$ cat src/rtl/ldl_fifo_ws_v2_pkg.sv
// Shared pointer arithmetic for the FIFO write and read controllers.
// Values are carried at a fixed 32-bit width and masked to the pointer width.
package ldl_fifo_pkg;

  localparam int unsigned PTR_W_MAX = 32;

  typedef logic [PTR_W_MAX-1:0] ptr_t;

  // Occupancy between two extended pointers, modulo 2**(aw+1).
  function automatic ptr_t ptr_cnt(input ptr_t w, input ptr_t r, input int unsigned aw);
    ptr_t mask_v;
    mask_v = (32'd1 << (aw + 32'd1)) - 32'd1;
    return (w - r) & mask_v;
  endfunction

  // Free entries left for a given occupancy in a 2**aw deep FIFO.
  function automatic ptr_t free_cnt(input ptr_t cnt, input int unsigned aw);
    return (32'd1 << aw) - cnt;
  endfunction

endpackage

$ cat src/rtl/ldl_fifo_ws_v2_if.sv
// Producer-side write port: request and per-lane RAM write strobes/addresses.
interface ldl_fifo_ws_v2_if #(
  parameter int AW = 8,
  parameter int WN = 4,
  parameter int CW = $clog2(WN + 1)
) ();

  logic              we;
  logic [CW-1:0]     wn;
  logic              wacc;
  logic [WN-1:0]     mw;
  logic [WN*AW-1:0]  wa;

  modport master (output we, output wn, input wacc, input mw, input wa);
  modport slave  (input we, input wn, output wacc, output mw, output wa);

endinterface

$ cat src/rtl/ldl_fifo_lane_addr.sv
// Per-lane RAM addresses (wrapping modulo the depth) and write strobes
// for a multi-word write starting at the base pointer.
module ldl_fifo_lane_addr #(
  parameter int AW = 8,
  parameter int WN = 4,
  parameter int CW = $clog2(WN + 1)
) (
  input  logic [AW:0]       base,
  input  logic [CW-1:0]     wn,
  input  logic              acc,
  output logic [WN-1:0]     mw,
  output logic [WN*AW-1:0]  wa
);

  // Lane i writes base+i; only the first wn lanes strobe, and only when accepted.
  always_comb begin
    mw = {WN{1'b0}};
    wa = {(WN*AW){1'b0}};
    for (int i = 0; i < WN; i++) begin
      wa[i*AW +: AW] = base[AW-1:0] + AW'(i);
      mw[i]          = acc & (CW'(i) < wn);
    end
  end

endmodule

$ cat src/rtl/ldl_fifo_ws_v2.sv
// Write-side pointer controller: all-or-nothing multi-word acceptance,
// lane strobes/addresses, fill level, free space, full/almost-full flags
// and a sticky overflow flag.
module ldl_fifo_ws_v2
  import ldl_fifo_pkg::*;
#(
  parameter int AW        = 8,
  parameter int WN        = 4,
  parameter int REG_FLAGS = 0,
  parameter int CW        = $clog2(WN + 1)
) (
  input  logic                 clk,
  input  logic                 rst,
  ldl_fifo_ws_v2_if.slave      wr,
  input  logic [AW:0]          r_pt,
  output logic [AW:0]          w_pt,
  output logic [AW:0]          wcnt,
  output logic [AW:0]          free,
  input  logic [AW:0]          afull_th,
  output logic                 full,
  output logic                 afull,
  output logic                 ovf,
  input  logic                 ovf_clr
);

  logic [AW:0] w_pt_r;
  logic [AW:0] w_pt_nxt_s;
  ptr_t        cnt_s;
  ptr_t        free_s;
  ptr_t        cnt_nxt_s;
  logic        req_s;
  logic        fit_s;
  logic        wacc_s;
  logic        rej_s;
  logic        full_c_s;
  logic        afull_c_s;
  logic        full_nxt_s;
  logic        afull_nxt_s;
  logic        ovf_r;
  logic        full_r;
  logic        afull_r;

  // Occupancy, acceptance and next pointer; reset suppresses any write.
  always_comb begin
    cnt_s       = ptr_cnt(32'(w_pt_r), 32'(r_pt), AW);
    free_s      = free_cnt(cnt_s, AW);
    req_s       = wr.we & (wr.wn != {CW{1'b0}});
    fit_s       = (32'(wr.wn) <= free_s);
    wacc_s      = ~rst & req_s & fit_s;
    rej_s       = ~rst & req_s & ~fit_s;
    full_c_s    = (w_pt_r[AW] != r_pt[AW]) & (w_pt_r[AW-1:0] == r_pt[AW-1:0]);
    afull_c_s   = (cnt_s >= 32'(afull_th));
    if (wacc_s) begin
      w_pt_nxt_s = w_pt_r + (AW+1)'(wr.wn);
    end else begin
      w_pt_nxt_s = w_pt_r;
    end
    cnt_nxt_s   = ptr_cnt(32'(w_pt_nxt_s), 32'(r_pt), AW);
    full_nxt_s  = (w_pt_nxt_s[AW] != r_pt[AW]) & (w_pt_nxt_s[AW-1:0] == r_pt[AW-1:0]);
    afull_nxt_s = (cnt_nxt_s >= 32'(afull_th));
  end

  // Pointer, sticky overflow (set wins over clear) and look-ahead flag registers.
  always_ff @(posedge clk) begin
    if (rst) begin
      w_pt_r  <= {(AW+1){1'b0}};
      ovf_r   <= 1'b0;
      full_r  <= 1'b0;
      afull_r <= 1'b0;
    end else begin
      w_pt_r  <= w_pt_nxt_s;
      full_r  <= full_nxt_s;
      afull_r <= afull_nxt_s;
      if (rej_s) begin
        ovf_r <= 1'b1;
      end else if (ovf_clr) begin
        ovf_r <= 1'b0;
      end else begin
        ovf_r <= ovf_r;
      end
    end
  end

  ldl_fifo_lane_addr #(.AW(AW), .WN(WN), .CW(CW)) u_lane_addr (
    .base (w_pt_r),
    .wn   (wr.wn),
    .acc  (wacc_s),
    .mw   (wr.mw),
    .wa   (wr.wa)
  );

  assign wr.wacc = wacc_s;
  assign w_pt    = w_pt_r;
  assign wcnt    = cnt_s[AW:0];
  assign free    = free_s[AW:0];
  assign ovf     = ovf_r;
  assign full    = (REG_FLAGS != 0) ? full_r  : full_c_s;
  assign afull   = (REG_FLAGS != 0) ? afull_r : afull_c_s;

endmodule

$ cat src/flat_wrapper.sv
// flat-port wrapper written by rule: the top's interface ports become plain ports
module ldl_fifo_ws_v2_flat import ldl_fifo_pkg::*;
#(
  parameter int AW        = 8,
  parameter int WN        = 4,
  parameter int REG_FLAGS = 0,
  parameter int CW        = $clog2(WN + 1)
)
  (clk, rst, r_pt, w_pt, wcnt, free, afull_th, full, afull, ovf, ovf_clr, wr_we, wr_wn, wr_wacc, wr_mw, wr_wa);
  ldl_fifo_ws_v2_if #(.AW(AW), .WN(WN), .CW(CW)) wr_i ();
  input  logic clk;
  input  logic rst;
  input  logic [AW:0] r_pt;
  output logic [AW:0] w_pt;
  output logic [AW:0] wcnt;
  output logic [AW:0] free;
  input  logic [AW:0] afull_th;
  output logic full;
  output logic afull;
  output logic ovf;
  input  logic ovf_clr;
  input wire logic [$bits(wr_i.we)-1:0] wr_we;
  input wire logic [$bits(wr_i.wn)-1:0] wr_wn;
  output wire logic [$bits(wr_i.wacc)-1:0] wr_wacc;
  output wire logic [$bits(wr_i.mw)-1:0] wr_mw;
  output wire logic [$bits(wr_i.wa)-1:0] wr_wa;
  assign wr_i.we = wr_we;
  assign wr_i.wn = wr_wn;
  assign wr_wacc = wr_i.wacc;
  assign wr_mw = wr_i.mw;
  assign wr_wa = wr_i.wa;
  ldl_fifo_ws_v2 #(.AW(AW), .WN(WN), .REG_FLAGS(REG_FLAGS), .CW(CW)) u_core (.clk(clk), .rst(rst), .wr(wr_i), .r_pt(r_pt), .w_pt(w_pt), .wcnt(wcnt), .free(free), .afull_th(afull_th), .full(full), .afull(afull), .ovf(ovf), .ovf_clr(ovf_clr));
endmodule
$ cat config.mk
export PLATFORM = sky130hd
export DESIGN_NAME = ldl_fifo_ws_v2_flat
export DESIGN_NICKNAME = d
export VERILOG_FILES = /design/src/rtl/ldl_fifo_ws_v2_pkg.sv /design/src/rtl/ldl_fifo_ws_v2_if.sv /design/src/rtl/ldl_fifo_lane_addr.sv /design/src/rtl/ldl_fifo_ws_v2.sv /design/src/flat_wrapper.sv
export SDC_FILE = /design/constraint.sdc
export NUM_CORES = 1
export LEC_CHECK = 0
export ABC_AREA = 0
export BUFFER_PORTS_ARGS = -buffer_cell sky130_fd_sc_hd__buf_4
export CAP_MARGIN = 5
export CORE_MARGIN = 4
export CORE_UTILIZATION = 40
export CTS_CLUSTER_SIZE = 40
export DETAILED_ROUTE_END_ITERATION = 7
export HOLD_SLACK_MARGIN = 0.12
export PLACE_DENSITY = 0.75
export SLEW_MARGIN = 15
export SYNTH_ARGS = -nofsm -noshare
export SYNTH_HDL_FRONTEND = slang
export SYNTH_SLANG_ARGS = --single-unit
$ cat constraint.sdc
create_clock -name clk -period 3.1 [get_ports clk]
set_input_delay 0.155 -clock clk [delete_from_list [all_inputs] [get_ports clk]]
set_output_delay 0.155 -clock clk [all_outputs]
set_load 0.05 [all_outputs]
[Word-level counts from Yosys, hierarchy flattened]
Cells that the tools add are included.
Storage, ports and cells
  output and inout bits: 67
  input port bits: 25
  word-level logic and storage cells: 31
  register bits after elaboration: 10
Operators by class
  eq/ne operators: 2
  $add $sub $neg: 6
  bitwise gates (word level): 11
  magnitude comparators: 6
  muxes and demuxes: 2
  reduce and logical (&&, ||, !) cells: 2
Operators by type and width (count)
  less-or-equal comparator 3 x 32 -> 1 bit: 1
  adder 8 x 2 -> 8 bit (second input constant): 2
  subtractor 9 x 9 -> 10 bit (first input constant): 1
  adder 9 x 3 -> 9 bit: 1
  AND 1 bit: 9
  greater-or-equal comparator 9 bit: 1
  subtractor 9 bit: 1
  adder 8 x 1 -> 8 bit (second input constant): 1
  equality test 8 bit: 1
  less-than comparator 1 x 3 -> 1 bit (first input constant): 2
  less-than comparator 2 x 3 -> 1 bit (first input constant): 2
  nonzero test 3 bit: 1
  2-to-1 mux 1 bit: 2
  inverter 1 bit: 2
  nonzero test 2 bit: 1
  != test 1 bit: 1

[Longest topological paths before layout]
Gate-level depths: netlist (run 1).
  depth in word-level cells: 6
  mapped depth: 16
  gate-level depth less buffers: 15

[Modules after synthesis]
Synthesis (run 1) repeated with hierarchy kept, for this count alone.
Second synthesis, totals
  cell total of the unflattened synthesis: 259
  area total of the unflattened synthesis: 2055.7 um2
By module, submodules not included
  ldl_fifo_ws_v2: area each 1632.8 um2, cells an instance 199, sequential area each 200.2 um2, times used 1
  ldl_fifo_lane_addr: area each 422.9 um2, cells an instance 60, sequential area each 0.0 um2, times used 1

[Worst setup path after synthesis (run 1)]
OpenSTA, ideal clock, no wires.
  path kind: register -> output
  from: reg u_core.w_pt_r[0], in the netlist u_core.w_pt[0]
  to: out wr_mw[1]
  data required time: 2945 ps
  data arrival time: 5441 ps
  setup slack: -2496 ps
  stages on the path, launching flop included: 16
  buffers on the path: 0
  path through: dfxtp_1 -> inv_1 -> ha_1 -> inv_1 -> fa_1 -> inv_1 -> ha_1 -> xor2_1 -> inv_1 -> ha_1 -> o21a_1 -> o21ai_0 -> a21oi_1 -> o221a_4 -> nor2_1 -> o21a_1
Between the ends
  cells in the longest elaborated chain, start to end: 5
RTL lines
  from (decl): RTL line ldl_fifo_ws_v2.sv:26  | logic [AW:0] w_pt_r;
  from (signal assigned): RTL line ldl_fifo_ws_v2.sv:66  | w_pt_r <= {(AW+1){1'b0}};
  from (signal assigned): RTL line ldl_fifo_ws_v2.sv:71  | w_pt_r <= w_pt_nxt_s;
  subtractor 9 bit: RTL line ldl_fifo_ws_v2_pkg.sv:13  | return (w - r) & mask_v;
  net wcnt[1]: RTL line flat_wrapper.sv:15  | output logic [AW:0] wcnt;
  subtractor 9 x 9 -> 10 bit: RTL line ldl_fifo_ws_v2_pkg.sv:18  | return (32'd1 << aw) - cnt;
  net free[2]: RTL line flat_wrapper.sv:16  | output logic [AW:0] free;
  less-or-equal comparator 3 x 32 -> 1 bit: RTL line ldl_fifo_ws_v2.sv:48  | fit_s = (32'(wr.wn) <= free_s);
  AND 1 bit: RTL line ldl_fifo_ws_v2.sv:49  | wacc_s = ~rst & req_s & fit_s;
  net wr_wacc: RTL line flat_wrapper.sv:24  | output wire logic [$bits(wr_i.wacc)-1:0] wr_wacc;
  AND 1 bit: RTL line ldl_fifo_lane_addr.sv:21  | mw[i] = acc & (CW'(i) < wn);
  to (decl): RTL line flat_wrapper.sv:25  | output wire logic [$bits(wr_i.mw)-1:0] wr_mw;
The timed path passes the listed nets, and every way through them passes these cells.

[Final worst setup path (run 1)]
  from: reg u_core.w_pt_r[0], in the netlist u_core.w_pt[0]
  to: out wr_mw[1]
Between the ends
  cells in the longest elaborated chain, start to end: 5
RTL lines (RTL line)
  subtractor 9 bit: ldl_fifo_ws_v2_pkg.sv:13
  subtractor 9 x 9 -> 10 bit: ldl_fifo_ws_v2_pkg.sv:18
  less-or-equal comparator 3 x 32 -> 1 bit: ldl_fifo_ws_v2.sv:48
  AND 1 bit: ldl_fifo_ws_v2.sv:49
  AND 1 bit: ldl_fifo_lane_addr.sv:21
Every way passes these cells.

==> results of run 1 <==
## per-layer routing
metal / vias to the layer above / GRT usage (%) / part of all wire (%)
met5: - / 0 / 0
met1: 1151 / 27.5 / 40
met3: 13 / 3.36 / 6.5
met4: 0 / 4.39 / 1.2
li1: 1190 / - / -
met2: 101 / 39.0 / 52
## per-stage QoR
| stage | area (um^2) | hold WS (ns) |
|---|---|---|
| 3_5_place_dp | 3300 | 0.379 |
| 4_1_cts | 3490 | 0.120 |
| 3_3_place_gp | 3300 | 0.376 |
| 6_report | 3680 | 0.135 |
| 5_1_grt | 3680 | 0.127 |
| 2_1_floorplan | 2370 | 0.214 |
## flip-flops by register name, summed over array words and instances (netlist names)
register / count
u_core.ovf: 1
u_core.w_pt: 9
## final cells by class
type                       count  area share, %
inverter                      33           3.61
tap                           70           2.38
sequential                    10           6.06
timing repair buffer         139           30.4
clock buffer                   4           1.22
multi-input combinational    206           56.4
## layout by cell type, fill, tap and decap left out, types with 6 or more instances in the layout
cell / synthesis / routed
sky130_fd_sc_hd__xor2_1: 8 / 6
sky130_fd_sc_hd__ha_1: 28 / 20
sky130_fd_sc_hd__a21o_1: 8 / 8
sky130_fd_sc_hd__inv_1: 33 / 28
sky130_fd_sc_hd__nand3_1: 11 / 8
sky130_fd_sc_hd__buf_6: 3 / 12
sky130_fd_sc_hd__nor2b_1: 7 / 6
sky130_fd_sc_hd__buf_4: 11 / 124
sky130_fd_sc_hd__nand2_1: 19 / 16
sky130_fd_sc_hd__xnor2_1: 19 / 16
sky130_fd_sc_hd__nor2_1: 13 / 10
sky130_fd_sc_hd__ha_4: 0 / 8
## cell families (layout without fill, tap and decap cells)
| kind of cell | Yosys count | in the layout |
|---|---|---|
| AO/OA/AOI/OAI | 64 | 64 |
| multiplexers | 2 | 2 |
| buffers and inverters | 57 | 176 |
| AND/OR/NAND/NOR | 81 | 81 |
| XOR/XNOR | 29 | 29 |
| adder cells (fa/ha/maj) | 30 | 30 |
| flip-flops | 10 | 10 |
## worst max-delay path, delay by kind of cell (launching register included)
family	cells	cell delay [ns]
AOI/OAI and AO/OA	3	0.66
DFF	1	0.34
and+or+nand+nor	4	0.61
adders and majority gates	2	0.54
buffers and inverters	4	0.40
xor gates and xnor gates	1	0.48
## power breakdown
group          leakage (nW)  switching [mW]  internal (mW)  total, mW
clock network        0.0228          0.0565         0.0905      0.147
registers            0.0863         0.00349          0.130      0.134
logic                  1.65           0.516          0.345      0.861
total                  1.76           0.576          0.566       1.14
## path summary, 6_finish.rpt
path	startpoint	end	slack [ns]	depth (start not counted)
worst max-delay path	u_core.w_pt[0]	wr_mw[1]	-0.34	14
worst min-delay path	rst	u_core.w_pt[2]	0.13	2
worst max register to register	u_core.w_pt[0]	u_core.w_pt[1]	-0.33	17
worst min register to register	u_core.ovf	u_core.ovf	0.46	2
## cells in the mapped netlist, drive strengths merged, types with 7 or more instances
cell | n | area share (%)
a21o | 9 | 3.3
a21oi | 10 | 2.4
buf | 16 | 6.0
clkbuf | 8 | 1.4
dfxtp | 10 | 9.6
ha | 28 | 17
inv | 33 | 5.9
nand2 | 19 | 3.4
nand3 | 12 | 3.1
nor2 | 13 | 2.3
nor2b | 7 | 2.1
o21ai | 10 | 2.4
xnor2 | 19 | 8.0
xor2 | 8 | 3.4
## what timing repair did
item                                   CTS  global route
gates cloned                             0             0
pin swaps                               15            14
resized for setup                       20            37
setup buffers                            7             4
setup endpoints to repair               16            17
endpoints found under the hold margin    0             0
==> results.cfg, run 1 <==
[setup_path]
peak_fanout_along_the_critical_path = 3
worst-endpoint-required_ns = 2.94
critical-path-slowest-cell = sky130_fd_sc_hd__xnor3_1
startpoint_type = register
crit_path_max_incr_delay_ns = 0.48
crit_path_end_kind = output port
arrival_ns = 3.28
critical_path_class = reg -> out
timing.critical_path.cells = clkinvlp_4, ha_4, inv_2, fa_2, a211oi_4, buf_6, nor3_4, nor3_2, xnor3_1, nor4_4, o221a_4, nor2_4, o21a_4, buf_8

[finish]
drive_gt1_share_pct = 55.4
area.sequential_um2 = 223
layout.nets = 448
layout.cells.non_filler = 462
multi_input_comb_area_um2 = 2070
layout-area-overhead-vs-synth_pct = 76.1
total_inserted_antenna_cells = 0
final.fill_count = 396
final_core_utilization_pct = 72.5

[synthesis]
post_synth_fa_ha_maj_area_fraction_pct = 18.7
synth_fp_nets = 328
ys.flop_type = sky130_fd_sc_hd__dfxtp_1
yosys_warnings = 0
xor_xnor_portion_of_the_synthesized_cell_area_pct = 13.5
synth-simple-area-share_pct = 20.8
average_cell_area_after_synthesis_um2 = 7.65
synth.mux.area_fraction_pct = 0.959
netlist_instances = 273
post_synthesis_compound_gate_area_fraction_pct = 23.1
ys_seq_area_share_pct = 9.59
synthesis.area_um2 = 2090
ys_async_sr_fraction_pct = 0
synth_edf_count = 0
largest_family_of_logic_cells_by_synthesized_area = compound AO/OA/AOI/OAI gates
yosys_register_bits = 10
ys_types = 56

[die]
coreArea_um2 = 5070
floorplan.initialDensity_pct = 41.1
die_ar_um2 = 6440
chip_height_um = 80.3
die_w_um = 80.3
top_level_ports = 92
placementRows = 26

[sta]
grt_setup_unrepaired = true
final.setup.worst_slack_ns = -0.339
report.final.setup_viol = 16
finalMaxSlewViolations = 0
finalSetupTns_ns = -4.37
post-route-period-util_pct = 111
clock-skew-final_ns = 0.00792
final-hold-violation-count = 0
min_period_ns = 3.44
measured_slew_at_the_worst_slew_check_pin_ns = 0.898
timing.fmax_mhz = 291
relSlewSlack_pct = 40.0

[clock_network]
cts.hold.buffers_added = 0
tritoncts_num_sinks = 10
clk-insertion-delay-late_ns = 0.24
path_clk_slew_ns = 0.05
cts_htree_levels = 1
ctsLongestPathBuffers = 2
cts_buffers = 3
ctsRootBufferMaster = sky130_fd_sc_hd__clkbuf_8
tritoncts = yes

[detailed_routing]
initialDrtViolationCount = 124
number_of_iterations_in_the_first_detailed_routing_pass = 5
remaining_drc_errors = 0
num_vias = 2455
drt-vias-per-instance = 5.31
final_routed_wire_length_divided_by_cell_count_um = 15.9
drt.antenna.violating_nets = 0
wirelength_um = 7360

[global_route]
grt_antenna_before_repair = 0
grt_pass1_wl_um = 11400
grt_start_max_net_pins = 17
first_global_vias = 2476
total_congestion_overflow_after_global_routing = 0
grt_use_total_pct = 21.8

[pwr]
max-vdd-ir-drop_v = 0.000263
leakage_component_of_the_power_nw = 1.76
power.total_mw = 1.14
power_density_nw_per_um2 = 310

[job]
cap_violations = 0

[placed_design]
dp.cells = 449
hpwlAfterDp_um = 5430
gp_congestion = 0.889
io_buffer_count = 91
placement.setup.worst_slack_ns = -0.244

[run_status]
violations = negative setup slack
run_status = finished with violations

[hold_path]
min-delay-path-class = in -> reg
No activity file was read; power rests on OpenSTA's default activity.
==> run 2: changes to the inputs <==
REMOVE_ABC_BUFFERS = 1   (was default)
==> run 2 against run 1 <==
Net effect:
- the flow still finishes with violations (negative setup slack)
- utilization down 2.1 points
- register-to-register slack worse by 0.07 ns
- clock-buffer cell count unchanged
- first-iteration DRC count up 33%
- die area unchanged
- setup slack worse by 0.16 ns
- critical path depth up 1
- global-route usage up 2.9 points
- worst hold slack better by 0.017 ns
- sequential power about the same
- combinational power about the same
- non-clock buffer count up 11
- critical endpoint unchanged
==> results.cfg, run 2 (synthesized netlist as in run 1, its figures left out) <==
[run_status]
run_status = finished with violations
violations = negative setup slack

[hold_path]
timing.hold.worst_path_depth = 4
min-delay-path-class = in -> reg

[finish]
layout.nets = 459
area.sequential_um2 = 201
layout-area-overhead-vs-synth_pct = 71.0
multi_input_comb_area_um2 = 1910
final.fill_count = 373
drive_gt1_share_pct = 52.1
total_inserted_antenna_cells = 0
highest_count_cells_in_the_layout_ignoring_fill_and_taps = sky130_fd_sc_hd__buf_4, sky130_fd_sc_hd__inv_1, sky130_fd_sc_hd__ha_1
final_core_utilization_pct = 70.4
flip_flop_count_of_the_largest_register_all_copies_and_words_added = 9
final_common_cell = sky130_fd_sc_hd__buf_4

[clock_network]
tritoncts = yes
ctsLongestPathBuffers = 2
cts_htree_levels = 1
cts_buffers = 3
ctsRootBufferMaster = sky130_fd_sc_hd__clkbuf_8
tritoncts_num_sinks = 10
path_clk_slew_ns = 0.06
clk-insertion-delay-late_ns = 0.26

[setup_path]
crit_path_max_incr_delay_ns = 0.49
crit_family = adder cells
startpoint_type = register
crit_path_end_kind = output port
peak_fanout_along_the_critical_path = 3
worst_r2r_path_depth = 17
cp_common_cell = sky130_fd_sc_hd__inv_2
worst-r2r-setup-slack_ns = -0.40
arrival_ns = 3.45
crit_buf_inv = 5
worst-endpoint-required_ns = 2.94
critical_path_class = reg -> out
critical-path-slowest-cell = sky130_fd_sc_hd__fa_2
worst-path-stages = 15
timing.critical_path.cells = inv_2, ha_4, inv_2, fa_2, inv_1, ha_1, nand2_1, a221oi_4, xnor3_1, nor4_4, buf_4, o221a_4, nor2_2, o21a_1, buf_6

[die]
placementRows = 26
coreArea_um2 = 5070
chip_height_um = 80.3
die_w_um = 80.3
die_ar_um2 = 6440
floorplan.initialDensity_pct = 41.1
top_level_ports = 92

[detailed_routing]
number_of_iterations_in_the_first_detailed_routing_pass = 4
drt.antenna.violating_nets = 0
initialDrtViolationCount = 165
final_routed_wire_length_divided_by_cell_count_um = 18.8
remaining_drc_errors = 0
wirelength_um = 8890
num_vias = 2584
drt-vias-per-instance = 5.46

[pwr]
max-vdd-ir-drop_v = 0.000303
leakage_component_of_the_power_nw = 1.79
power.total_mw = 1.17
power_density_nw_per_um2 = 329

[sta]
measured_slew_at_the_worst_slew_check_pin_ns = 0.550
final-hold-violation-count = 0
grt_setup_unrepaired = true
timing.fmax_mhz = 278
final.setup.worst_slack_ns = -0.502
report.final.setup_viol = 18
clock-skew-final_ns = 0.00950
relSlewSlack_pct = 63.1
finalMaxSlewViolations = 0
post-route-period-util_pct = 116
min_period_ns = 3.60

[placed_design]
io_buffer_count = 91
gp_congestion = 0.934
hpwlAfterDp_um = 5500

[job]
cap_violations = 0

[global_route]
grt_pass1_wl_um = 12600
grt_antenna_before_repair = 0
first_global_vias = 2522
grt_use_total_pct = 24.7
total_congestion_overflow_after_global_routing = 0
grt_start_max_net_pins = 17
[run 2: cell count changes in the layout (fill, tap and decap cells not counted), moves of 3 or more]
| cell | previous run | this run |
|---|---|---|
| sky130_fd_sc_hd__ha_1 | 20 | 26 |
| sky130_fd_sc_hd__a21oi_2 | 4 | 7 |
| sky130_fd_sc_hd__dfxtp_1 | 2 | 9 |
| sky130_fd_sc_hd__buf_4 | 124 | 137 |
| sky130_fd_sc_hd__dfxtp_4 | 5 | 0 |
| sky130_fd_sc_hd__ha_4 | 8 | 2 |
[run 2: area by class of cell]
type                            count  area share, %
Sequential cell                    10           5.64
Inverter                           33           3.54
Clock buffer                        4           1.54
Multi-Input combinational cell    206           53.5
Timing Repair Buffer              150           33.4
Tap cell                           70           2.45
[run 2: through the flow]
step | std cells | cell area (um^2) | hold slack, ns | setup slack (ns) | TNS [ns]
2_1_floorplan | 249 | 1930 | 0.224 | -3.73 | -74.96
3_3_place_gp | 454 | 3050 | 0.379 | -0.202 | -1.89
3_5_place_dp | 454 | 3050 | 0.387 | -0.382 | -4.75
4_1_cts | 470 | 3430 | 0.177 | -0.363 | -3.29
5_1_grt | 473 | 3570 | 0.185 | -0.612 | -7.35
6_report | 473 | 3570 | 0.152 | -0.502 | -5.77
[run 2: worst register-to-register path: stages (launching register included)]
cell and delay (ns):
sky130_fd_sc_hd__dfxtp_2 0.32, sky130_fd_sc_hd__inv_2 0.07, sky130_fd_sc_hd__ha_4 0.14, sky130_fd_sc_hd__inv_2 0.04
sky130_fd_sc_hd__fa_2 0.60, sky130_fd_sc_hd__inv_1 0.09, sky130_fd_sc_hd__ha_1 0.26, sky130_fd_sc_hd__xor2_2 0.27
sky130_fd_sc_hd__inv_1 0.10, sky130_fd_sc_hd__ha_1 0.32, sky130_fd_sc_hd__o21a_1 0.12, sky130_fd_sc_hd__o21ai_1 0.16
sky130_fd_sc_hd__a21oi_2 0.07, sky130_fd_sc_hd__o221a_4 0.15, sky130_fd_sc_hd__buf_12 0.14, sky130_fd_sc_hd__buf_12 0.13
sky130_fd_sc_hd__o311ai_2 0.27, sky130_fd_sc_hd__o41ai_2 0.13
[run 2: report_power, final]
group	switching [mW]	internal [mW]	total (mW)
combinational	0.531	0.331	0.862
clock	0.0643	0.113	0.177
sequential	0.00291	0.132	0.135
total	0.598	0.576	1.17
[run 2: repair_timing]
action / CTS / global route
endpoints found under the setup margin: 19 / 18
hold buffers: 1 / 0
pin swaps: 23 / 6
buffers inserted: 12 / 3
resized for setup: 53 / 25
endpoints found under the hold margin: 2 / 0
[run 2: final timing paths]
kind	start	endpoint
worst max register to register	u_core.w_pt[0]	u_core.w_pt[7]
worst max-delay path	u_core.w_pt[0]	wr_mw[1]
worst min-delay path	ovf_clr	u_core.ovf
worst min register to register	u_core.ovf	u_core.ovf
[run 2: routing by layer]
metal,GRT usage [%],vias to the layer above,wire (um)
met1,30.8,1251,3550
met4,8.78,0,169
met2,43.0,107,4660
li1,-,1207,-
met3,3.36,19,516
met5,0,-,0
==> run 3: changes to the inputs <==
--- a/config.mk
+++ b/config.mk
@@ -16,4 +16,5 @@
 export PLACE_DENSITY = 0.75
 export REMOVE_ABC_BUFFERS = 1
+export SKIP_LAST_GASP = 1
 export SLEW_MARGIN = 15
 export SYNTH_ARGS = -nofsm -noshare
==> constraint.sdc (replaced) <==
create_clock -name clk -period 3.1 [get_ports clk]
set_input_delay 0 -clock clk [delete_from_list [all_inputs] [get_ports clk]]
set_output_delay 0 -clock clk [all_outputs]
set_load 0.05 [all_outputs]
==> run 3 against run 2 <==
Net effect:
- the flow still finishes with violations (negative setup slack)
- largest cell class unchanged
- register-to-register slack gained 0.08 ns
- combinational power shrank 7.7%
- sequential power is essentially flat
==> results.cfg, run 3 (synthesized netlist as in run 1, its figures left out) <==
[sta]
timing.fmax_mhz = 291
relSlewSlack_pct = 35.2
post-route-period-util_pct = 111
grt_setup_unrepaired = true
report.final.setup_viol = 16
final-hold-violation-count = 0
finalMaxSlewViolations = 0
clock-skew-final_ns = 0.00412
final.setup.worst_slack_ns = -0.333
measured_slew_at_the_worst_slew_check_pin_ns = 0.956
min_period_ns = 3.43
final_worst_hold_slack_ns = 0.251

[die]
die_w_um = 80.3
placementRows = 26
coreArea_um2 = 5070
chip_height_um = 80.3
die_ar_um2 = 6440
floorplan.initialDensity_pct = 41.1
top_level_ports = 92

[detailed_routing]
number_of_iterations_in_the_first_detailed_routing_pass = 4
remaining_drc_errors = 0
drt.antenna.violating_nets = 0
drt-vias-per-instance = 5.37
wirelength_um = 7550
num_vias = 2495
initialDrtViolationCount = 215
final_routed_wire_length_divided_by_cell_count_um = 16.2

[pwr]
power.share.combinational_pct = 74.7
power_report.internal_total_mw = 0.526
sequential_share_of_power_pct = 12.8
power_density_nw_per_um2 = 311
power_switching_share_pct = 50.7
switching_power_mw = 0.540
power.clock.fraction_pct = 12.5
max-vdd-ir-drop_v = 0.000190
power.total_mw = 1.07
leakage_component_of_the_power_nw = 1.72

[global_route]
grt_start_max_net_pins = 17
grt_util_met3_pct = 1.91
grt_use_met2_pct = 38.8
total_congestion_overflow_after_global_routing = 0
gr-usage-met1_pct = 27.9
first_global_vias = 2320
grt_pass1_wl_um = 11100
grt_antenna_before_repair = 0
grt_use_total_pct = 21.3
highest_utilization_routing_layer_at_the_global_route_stage = met2

[setup_path]
peak_fanout_along_the_critical_path = 5
worst-r2r-setup-slack_ns = -0.32
arrival_ns = 3.43
worst-endpoint-required_ns = 3.10
startpoint_type = register
critical_path_class = reg -> out
crit_path_end_kind = output port

[finish]
final_common_cell = sky130_fd_sc_hd__buf_4
drive_gt1_share_pct = 49.1
layout-area-overhead-vs-synth_pct = 63.9
layout.nets = 452
total_inserted_antenna_cells = 0
highest_count_cells_in_the_layout_ignoring_fill_and_taps = sky130_fd_sc_hd__buf_4, sky130_fd_sc_hd__inv_1, sky130_fd_sc_hd__ha_1
flip_flop_count_of_the_largest_register_all_copies_and_words_added = 9
final_core_utilization_pct = 67.5

[clock_network]
clk-insertion-delay-late_ns = 0.23
ctsRootBufferMaster = sky130_fd_sc_hd__clkbuf_8
cts_buffers = 3
cts_htree_levels = 1
ctsLongestPathBuffers = 2
tritoncts_num_sinks = 10
path_clk_slew_ns = 0.04
tritoncts = yes

[placed_design]
gp_congestion = 0.913
io_buffer_count = 91
hpwlAfterDp_um = 5400
placement.setup.worst_slack_ns = -0.355

[run_status]
violations = negative setup slack
run_status = finished with violations

[hold_path]
min-delay-path-class = in -> reg

[job]
cap_violations = 0
## run 3: cell types whose count changed in the layout (fill, tap and decap cells not counted), moves of 2 or more
| cell | previous run | this run |
|---|---|---|
| sky130_fd_sc_hd__buf_4 | 137 | 131 |
| sky130_fd_sc_hd__a21oi_1 | 3 | 5 |
| sky130_fd_sc_hd__a21oi_2 | 7 | 5 |
| sky130_fd_sc_hd__nand3_1 | 10 | 8 |
## run 3: power groups by stage
stage	clock network [mW]	registers, mW	logic (mW)
3_5_place_dp	0	0.138	0.711
6_report	0.134	0.136	0.796
4_1_cts	0.130	0.136	0.745
5_1_grt	0.148	0.136	0.841
3_3_place_gp	0	0.138	0.701
2_1_floorplan	0	0.170	0.432
## run 3: cell type report
class / count / area (um^2)
Clock buffer: 3 / 41.3
Multi-Input combinational cell: 206 / 1840
Tap cell: 70 / 87.6
Timing Repair Buffer: 143 / 1120
Sequential cell: 10 / 201
Inverter: 33 / 126
Fill cell: 394 / 1650
## run 3: per-stage QoR
step	setup TNS, ns	std cells	cell area, um^2
after global placement	-1.10	448	2990
after floorplan	-70.15	249	1930
after detailed placement	-3.70	448	2990
final	-3.92	465	3420
after global routing	-5.47	465	3420
after CTS	-3.12	460	3270
## run 3: critical path: stages, from the launching register on
cell and delay (ns):
sky130_fd_sc_hd__dfxtp_2 0.32, sky130_fd_sc_hd__inv_2 0.08, sky130_fd_sc_hd__ha_4 0.16, sky130_fd_sc_hd__inv_2 0.04
sky130_fd_sc_hd__fa_2 0.36, sky130_fd_sc_hd__a211oi_2 0.28, sky130_fd_sc_hd__o21bai_2 0.13, sky130_fd_sc_hd__buf_4 0.15
sky130_fd_sc_hd__and2_4 0.13, sky130_fd_sc_hd__or4_4 0.53, sky130_fd_sc_hd__nor4_4 0.27, sky130_fd_sc_hd__buf_4 0.15
sky130_fd_sc_hd__o221ai_1 0.11, sky130_fd_sc_hd__buf_4 0.17, sky130_fd_sc_hd__and3_4 0.17, sky130_fd_sc_hd__buf_6 0.14
## run 3: path summary, 6_finish.rpt
kind / start / end / cells past startpoint
max reg2reg: u_core.w_pt[0] / u_core.w_pt[8] / 14
min reg2reg: u_core.ovf / u_core.ovf / 2
min: wr_wn[0] / u_core.w_pt[0] / 4
max: u_core.w_pt[0] / wr_mw[3] / 15
## run 3: metal layers
metal	vias up	part of all wire, %
met5	-	0
li1	1191	-
met1	1174	40
met3	20	5.2
met2	110	53
met4	0	2.3
## run 3: timing repair
item | 4_1_cts | 5_1_grt
endpoints found under the hold margin | 6 | 0
resized for setup | 36 | 29
hold buffers | 2 | 0
setup buffers | 7 | 6
pin swaps | 15 | 16
endpoints found under the setup margin | 16 | 17
